[src/rtl/demux_pkg.sv]
// ============================================================================
// demux_pkg : shared constants and lane state type for demux1_3_stream
// Revision  : 1.0
// ============================================================================
`default_nettype none

package demux_pkg;

  localparam int NUM_LANES = 3;
  localparam int SEL_W     = 2;
  localparam logic [SEL_W-1:0] SEL_INVALID = 2'd3;

  typedef enum logic [0:0] {
    EMPTY = 1'b0,
    FULL  = 1'b1
  } lane_state_e;

  function automatic logic lane_hit(input logic [SEL_W-1:0] sel, input int lane);
    return sel == SEL_W'(lane);
  endfunction

endpackage

`default_nettype wire

[src/rtl/demux_lane_slot.sv]
// ============================================================================
// demux_lane_slot : one-entry output register of a demux lane (load/drain)
// Revision        : 1.0
// ============================================================================
`default_nettype none

module demux_lane_slot
  import demux_pkg::*;
#(
  parameter int WIDTH = 8
) (
  input  logic             clk,
  input  logic             rst_n,
  input  logic             load,
  input  logic [WIDTH-1:0] load_data,
  input  logic             out_ready,
  output logic             out_valid,
  output logic [WIDTH-1:0] out_data
);

  lane_state_e      state_q, state_d;
  logic [WIDTH-1:0] data_q, data_d;

  always_ff @(posedge clk or negedge rst_n) begin
    if (!rst_n) begin
      state_q <= EMPTY;
      data_q  <= '0;
    end else begin
      state_q <= state_d;
      data_q  <= data_d;
    end
  end

  // A load wins over a drain so a full lane can refill on the drain edge.
  always_comb begin
    state_d = state_q;
    data_d  = data_q;
    if (load) begin
      state_d = FULL;
      data_d  = load_data;
    end else if ((state_q == FULL) && out_ready) begin
      state_d = EMPTY;
    end
  end

  always_comb begin
    out_valid = (state_q == FULL);
    out_data  = data_q;
  end

endmodule

`default_nettype wire

[src/rtl/demux1_3_stream.sv]
// ============================================================================
// demux1_3_stream : registered 1-to-3 valid/ready stream demultiplexer
// Option          : DEMUX_DROP_CNT_EN enables the saturating drop counter
// Revision        : 1.0
// ============================================================================
`default_nettype none

module demux1_3_stream
  import demux_pkg::*;
#(
  parameter int WIDTH = 8,
  parameter int CNT_W = 8
) (
  input  logic                 clk,
  input  logic                 rst_n,
  input  logic [WIDTH-1:0]     in_data,
  input  logic [SEL_W-1:0]     in_sel,
  input  logic                 in_valid,
  output logic                 in_ready,
  output logic [WIDTH-1:0]     out_data0,
  output logic [WIDTH-1:0]     out_data1,
  output logic [WIDTH-1:0]     out_data2,
  output logic [NUM_LANES-1:0] out_valid,
  input  logic [NUM_LANES-1:0] out_ready,
  output logic                 sel_err,
  output logic [CNT_W-1:0]     drop_cnt
);

  logic                 accept;
  logic                 drop;
  logic [NUM_LANES-1:0] lane_load;
  logic [WIDTH-1:0]     lane_data [NUM_LANES];
  logic                 sel_err_q, sel_err_d;

  // Invalid selects are always taken so a bad word never blocks the source.
  always_comb begin
    in_ready = 1'b1;
    case (in_sel)
      2'd0:    in_ready = !out_valid[0] || out_ready[0];
      2'd1:    in_ready = !out_valid[1] || out_ready[1];
      2'd2:    in_ready = !out_valid[2] || out_ready[2];
      default: in_ready = 1'b1;
    endcase
  end

  always_comb begin
    accept = in_valid && in_ready;
    drop   = accept && (in_sel == SEL_INVALID);
  end

  generate
    for (genvar i = 0; i < NUM_LANES; i++) begin : g_lane
      assign lane_load[i] = accept && lane_hit(in_sel, i);

      demux_lane_slot #(
        .WIDTH (WIDTH)
      ) u_slot (
        .clk       (clk),
        .rst_n     (rst_n),
        .load      (lane_load[i]),
        .load_data (in_data),
        .out_ready (out_ready[i]),
        .out_valid (out_valid[i]),
        .out_data  (lane_data[i])
      );
    end
  endgenerate

  assign out_data0 = lane_data[0];
  assign out_data1 = lane_data[1];
  assign out_data2 = lane_data[2];

  always_comb begin
    sel_err_d = drop;
  end

  always_ff @(posedge clk or negedge rst_n) begin
    if (!rst_n) begin
      sel_err_q <= 1'b0;
    end else begin
      sel_err_q <= sel_err_d;
    end
  end

  assign sel_err = sel_err_q;

`ifdef DEMUX_DROP_CNT_EN
  logic [CNT_W-1:0] drop_cnt_q, drop_cnt_d;

  always_comb begin
    drop_cnt_d = drop_cnt_q;
    if (drop && (drop_cnt_q != {CNT_W{1'b1}})) begin
      drop_cnt_d = drop_cnt_q + CNT_W'(1);
    end
  end

  always_ff @(posedge clk or negedge rst_n) begin
    if (!rst_n) begin
      drop_cnt_q <= '0;
    end else begin
      drop_cnt_q <= drop_cnt_d;
    end
  end

  assign drop_cnt = drop_cnt_q;
`else
  assign drop_cnt = '0;
`endif

endmodule

`default_nettype wire

[config.mk]
export PLATFORM = sky130hd
export DESIGN_NAME = demux1_3_stream
export DESIGN_NICKNAME = d
export VERILOG_FILES = /design/src/rtl/demux_pkg.sv /design/src/rtl/demux_lane_slot.sv /design/src/rtl/demux1_3_stream.sv
export SDC_FILE = /design/constraint.sdc
export NUM_CORES = 1
export LEC_CHECK = 0
export CORE_ASPECT_RATIO = 0.8
export CORE_MARGIN = 2
export CORE_UTILIZATION = 40
export CTS_BUF_LIST = sky130_fd_sc_hd__clkbuf_8
export CTS_CLUSTER_SIZE = 10
export DETAILED_ROUTE_END_ITERATION = 12
export PLACE_DENSITY = 0.82
export SKIP_CTS_REPAIR_TIMING = 1
export SLEW_MARGIN = 10
export SYNTH_ARGS = -nofsm -noshare
export SYNTH_HDL_FRONTEND = slang
export SYNTH_SLANG_ARGS = --single-unit
[constraint.sdc]
create_clock -name clk -period 1.8 [get_ports clk]
set_clock_uncertainty 0.15 [all_clocks]
set_input_delay 0.27 -clock clk [delete_from_list [all_inputs] [get_ports clk]]
set_output_delay 0.27 -clock clk [all_outputs]
set_load 0.05 [all_outputs]
Yosys cells after proc, flatten, opt, wreduce, memory -nomap -nowiden
Index checks and enable logic that the tools add are counted.
Widths: inputs -> output; s select.

cells by class
  multiplexer cells = 7
  equal/unequal tests = 3
  reduce and logical (&&, ||, !) cells = 18

operator list
  operator            count
  $logic_and 1x1->1   8
  $mux 1              6
  $reduce_bool 2->1   3
  $eq 2x2->1 const B  2
  $logic_not 1->1     3
  $logic_or 1x1->1    3
  $pmux 1 s3          1
  $eq 2x1->1 const B  1
  $logic_not 2->1     1

storage, ports and cells
  bits in registers = 28
  word-level logic and storage cells = 35
  input port bits = 16

Logic depth before layout (Yosys ltp)
  word-level depth = 6
  depth in mapped cells = 4
  gate-level depth less buffers = 3

Modules after synthesis
From an unflattened synthesis, not the netlist that was laid out.

unflattened totals
  cells, all modules = 83
  area total of the unflattened synthesis = 1291.2 um^2

modules (own cells, without submodules)
  module           sequential area each (um^2)  instances  cells each  area an instance (um^2)
  demux_lane_slot  225.2                        3          20          369.1
  demux1_3_stream  25.0                         1          23          183.9

Worst setup path after synthesis
OpenSTA, ideal clock, no wires.

  kind = register -> output
  start = reg g_lane[0].u_slot.state_q
  end = out in_ready
  stages on the path, launching flop included = 4
  buffers on the path = 0
  data arrival time = 1.631 ns
  path slack = -0.251 ns
  path through = dfrtp_1 -> nand2b_1 -> mux2i_1 -> o21ai_0

between the ends
  word-level cells in the longest chain between the ends = 3

RTL lines
  item                    RTL line               text
  from (decl)             demux_lane_slot.sv:21  lane_state_e state_q, state_d;
  from (signal assigned)  demux_lane_slot.sv:29  state_q <= state_d;
  $logic_not 1->1         demux1_3_stream.sv:39  2'd0: in_ready = !out_valid[0] || out_ready[0];
  $logic_or 1x1->1        demux1_3_stream.sv:39
  $pmux 1 s3              demux1_3_stream.sv:38  case (in_sel)
  to (decl)               demux1_3_stream.sv:19  output logic in_ready,

Every way passes these cells.

Worst setup path in the final report
  start = in out_ready[1]
  end = out in_ready

between the ends
  word-level cells in the longest chain between the ends = 2

RTL lines
  item              RTL line               text
  from (decl)       demux1_3_stream.sv:24  input logic [NUM_LANES-1:0] out_ready,
  $logic_or 1x1->1  demux1_3_stream.sv:40  2'd1: in_ready = !out_valid[1] || out_ready[1];
  $pmux 1 s3        demux1_3_stream.sv:38

Every way passes these cells.

==> results_dict.tcl <==
set metrics [dict create \
    gp_congestion 0.706 \
    track_usage_pct 13.9 \
    required_ps 1380 \
    cts.sinks 28 \
    core.rowCount 17 \
    cap_violations 0 \
    antenna_found_initial 0 \
    critical_path_class "in2out" \
    synth-edff-count 0 \
    path_clk_slew_ps 90 \
    syn2layout_area_growth_pct 40.4 \
    antenna_cells 0 \
    hold_class "in2async" \
    vias 762 \
    wire_per_inst_um 14.3 \
    fmax_ghz 0.559 \
    power_density_nw_per_um2 1220 \
    fp.dieW_um 64.8 \
    hold_violations 0 \
    ff2ff_path_depth 4 \
    die_y_um 52.7 \
    synthDistinctLibCells 15 \
    synthCells 82 \
    dieArea_um2 3410 \
    drt.antenna.violating_nets 0 \
    hold-worst-slack_ps 226 \
    grt_max_degree 29 \
    synth_flop_cell "dfrtp_1" \
    totalWireLength_um 2410 \
    drcViolationCount 0 \
    ys_ff_latch 28 \
    grt.overflow.total 0 \
    setup_ws_ps 12.2 \
    cts_tree "built" \
    synth_top_area_share_pct 59.2 \
    tns_ps 0 \
    reg2reg_slack_ps 300 \
    fin_total_pwr_mw 2.03 \
    r2r-end "g_lane[2].u_slot.out_data[6]" \
    synth_top_cell_by_area "dfrtp_1" \
    status "finished, final reports clean" \
    viasPerCell 4.54 \
    stdcell_area_um2 1660 \
    max-vdd-ir-drop_uv 457 \
    ys_top_cells_by_area "dfrtp_1 (59%), mux2_2 (23%), buf_4 (7.6%)" \
    core_area_um2 2790 \
    preCtsSetupSlack_ps -157 \
    path_cells "clkdlybuf4s50_1, nand2b_4, mux2i_2, o21ai_2, buf_12" \
    synth_area_per_cell_um2 14.4 \
    cp_max_fo 3 \
    initial_utilization_pct 42.5 \
    critPathLaunchType "input port" \
    drtIter0Drc 34 \
    setup_violations 0 \
    portBuffers 44 \
    grt_pass1_vias 743 \
    clkLatencyLatePin_ps 260 \
    yosys_warnings 0 \
    drv_slew 0 \
    drive_gt1_share_pct 55.4 \
    cts_inserted_buffers 3 \
    fin_crit_sh_pct 99.3 \
    hpwl_um 1740 \
    first_pass_iters 4 \
    async_flop_share_pct 100 \
    clockRootBuffer "clkbuf_8" \
    io_pins 53 \
    cp-end-kind "output port" \
    yosys-top-cells-count "dfrtp_1 (28), mux2_2 (24), buf_4 (12)" \
    grt_first_pass_wirelength_um 3570 \
    total_leakage_power_nw 0.793 \
    cp_slowest_stage_delay_ps 470 \
    reg2reg_from "g_lane[2].u_slot.out_valid" \
    ys_seq_area_share_pct 59.2 \
    placed_cell_area_um2 1600 \
    cp_slowest_cell "clkdlybuf4s50_1" \
    h-tree-depth 1 \
    clock_path_buffers 2 \
    synth_area_um2 1180 \
    nets 148 \
    worstPathArrival_ps 1370 \
    period_needed_ps 1790 \
    synth.most_common_cell "dfrtp_1" \
]
flip-flops by register name, summed over array words and instances, names as in the netlist:
name / flops
g_lane.u_slot.out_data: 24
sel_err: 1
g_lane.u_slot.out_valid: 3
layer usage:
layer	up-vias	GRT usage (%)	routed length [um]
met1	374	18.4	1040
met2	31	23.2	1220
met4	0	5.32	19
met5	-	0	0
met3	2	2.15	132
li1	355	-	-
critical path, delay by kind of cell:
kind	cells	cell delay [ps]
simple gates	1	140
compound gates	1	230
mux	1	80
buf+inv	2	640
cell type report:
cell class	count	area (um2)
clock buffer	3	41.3
sequential	28	701
multi-input combinational	48	437
timing repair buffer	51	435
tap	38	47.5
fill	222	1120
cells in the final DEF (no fill, tap or decap):
| cell | count |
|---|---|
| and3_1 | 1 |
| and3_2 | 1 |
| buf_12 | 1 |
| buf_4 | 35 |
| clkbuf_8 | 3 |
| clkdlybuf4s50_1 | 14 |
| conb_1 | 8 |
| dfrtp_1 | 28 |
| dlymetal6s2s_1 | 1 |
| mux2_2 | 24 |
| mux2i_2 | 1 |
| nand2_1 | 3 |
| nand2_2 | 1 |
| nand2b_1 | 1 |
| nand2b_4 | 2 |
| nand3b_2 | 1 |
| nor2b_2 | 1 |
| nor3b_4 | 1 |
| o21ai_0 | 1 |
| o21ai_1 | 1 |
| o21ai_2 | 1 |
per-stage QoR:
stage                     utilization, %  std cells
after floorplan                        -         89
after global placement              57.3        165
after detailed placement            57.3        165
after CTS                           58.7        168
after global routing                59.6        168
final                               59.6        168
report_power, final:
group	switching [mW]	leakage [nW]	internal, mW
Sequential	0.0670	0.337	0.748
Combinational	0.601	0.435	0.297
Clock	0.167	0.0216	0.149
Total	0.835	0.793	1.19
cells by family (layout without fill, tap and decap cells):
kind of cell | count (synthesis) | after routing | synth area share, %
AOI/OAI and AO/OA | 3 | 3 | 1.27
buffers and inverters | 13 | 54 | 8.03
DFF | 28 | 28 | 59.2
muxes | 25 | 25 | 23.7
other | 1 | 8 | 0.317
and+or+nand+nor | 12 | 12 | 7.51
worst max-delay path by stage:
stage,startpoint,to,slack (ps),depth (start not counted)
after floorplan,g_lane[0].u_slot.out_valid,in_ready,130,3
after global placement,in_valid,g_lane[1].u_slot.out_data[6],-150,5
after detailed placement,in_sel[0],g_lane[1].u_slot.out_data[4],-160,4
after CTS,in_sel[0],in_ready,-150,4
after global routing,out_ready[0],in_ready,-30,5
final,out_ready[1],in_ready,10,5
(Power assumes the default switching activity.)
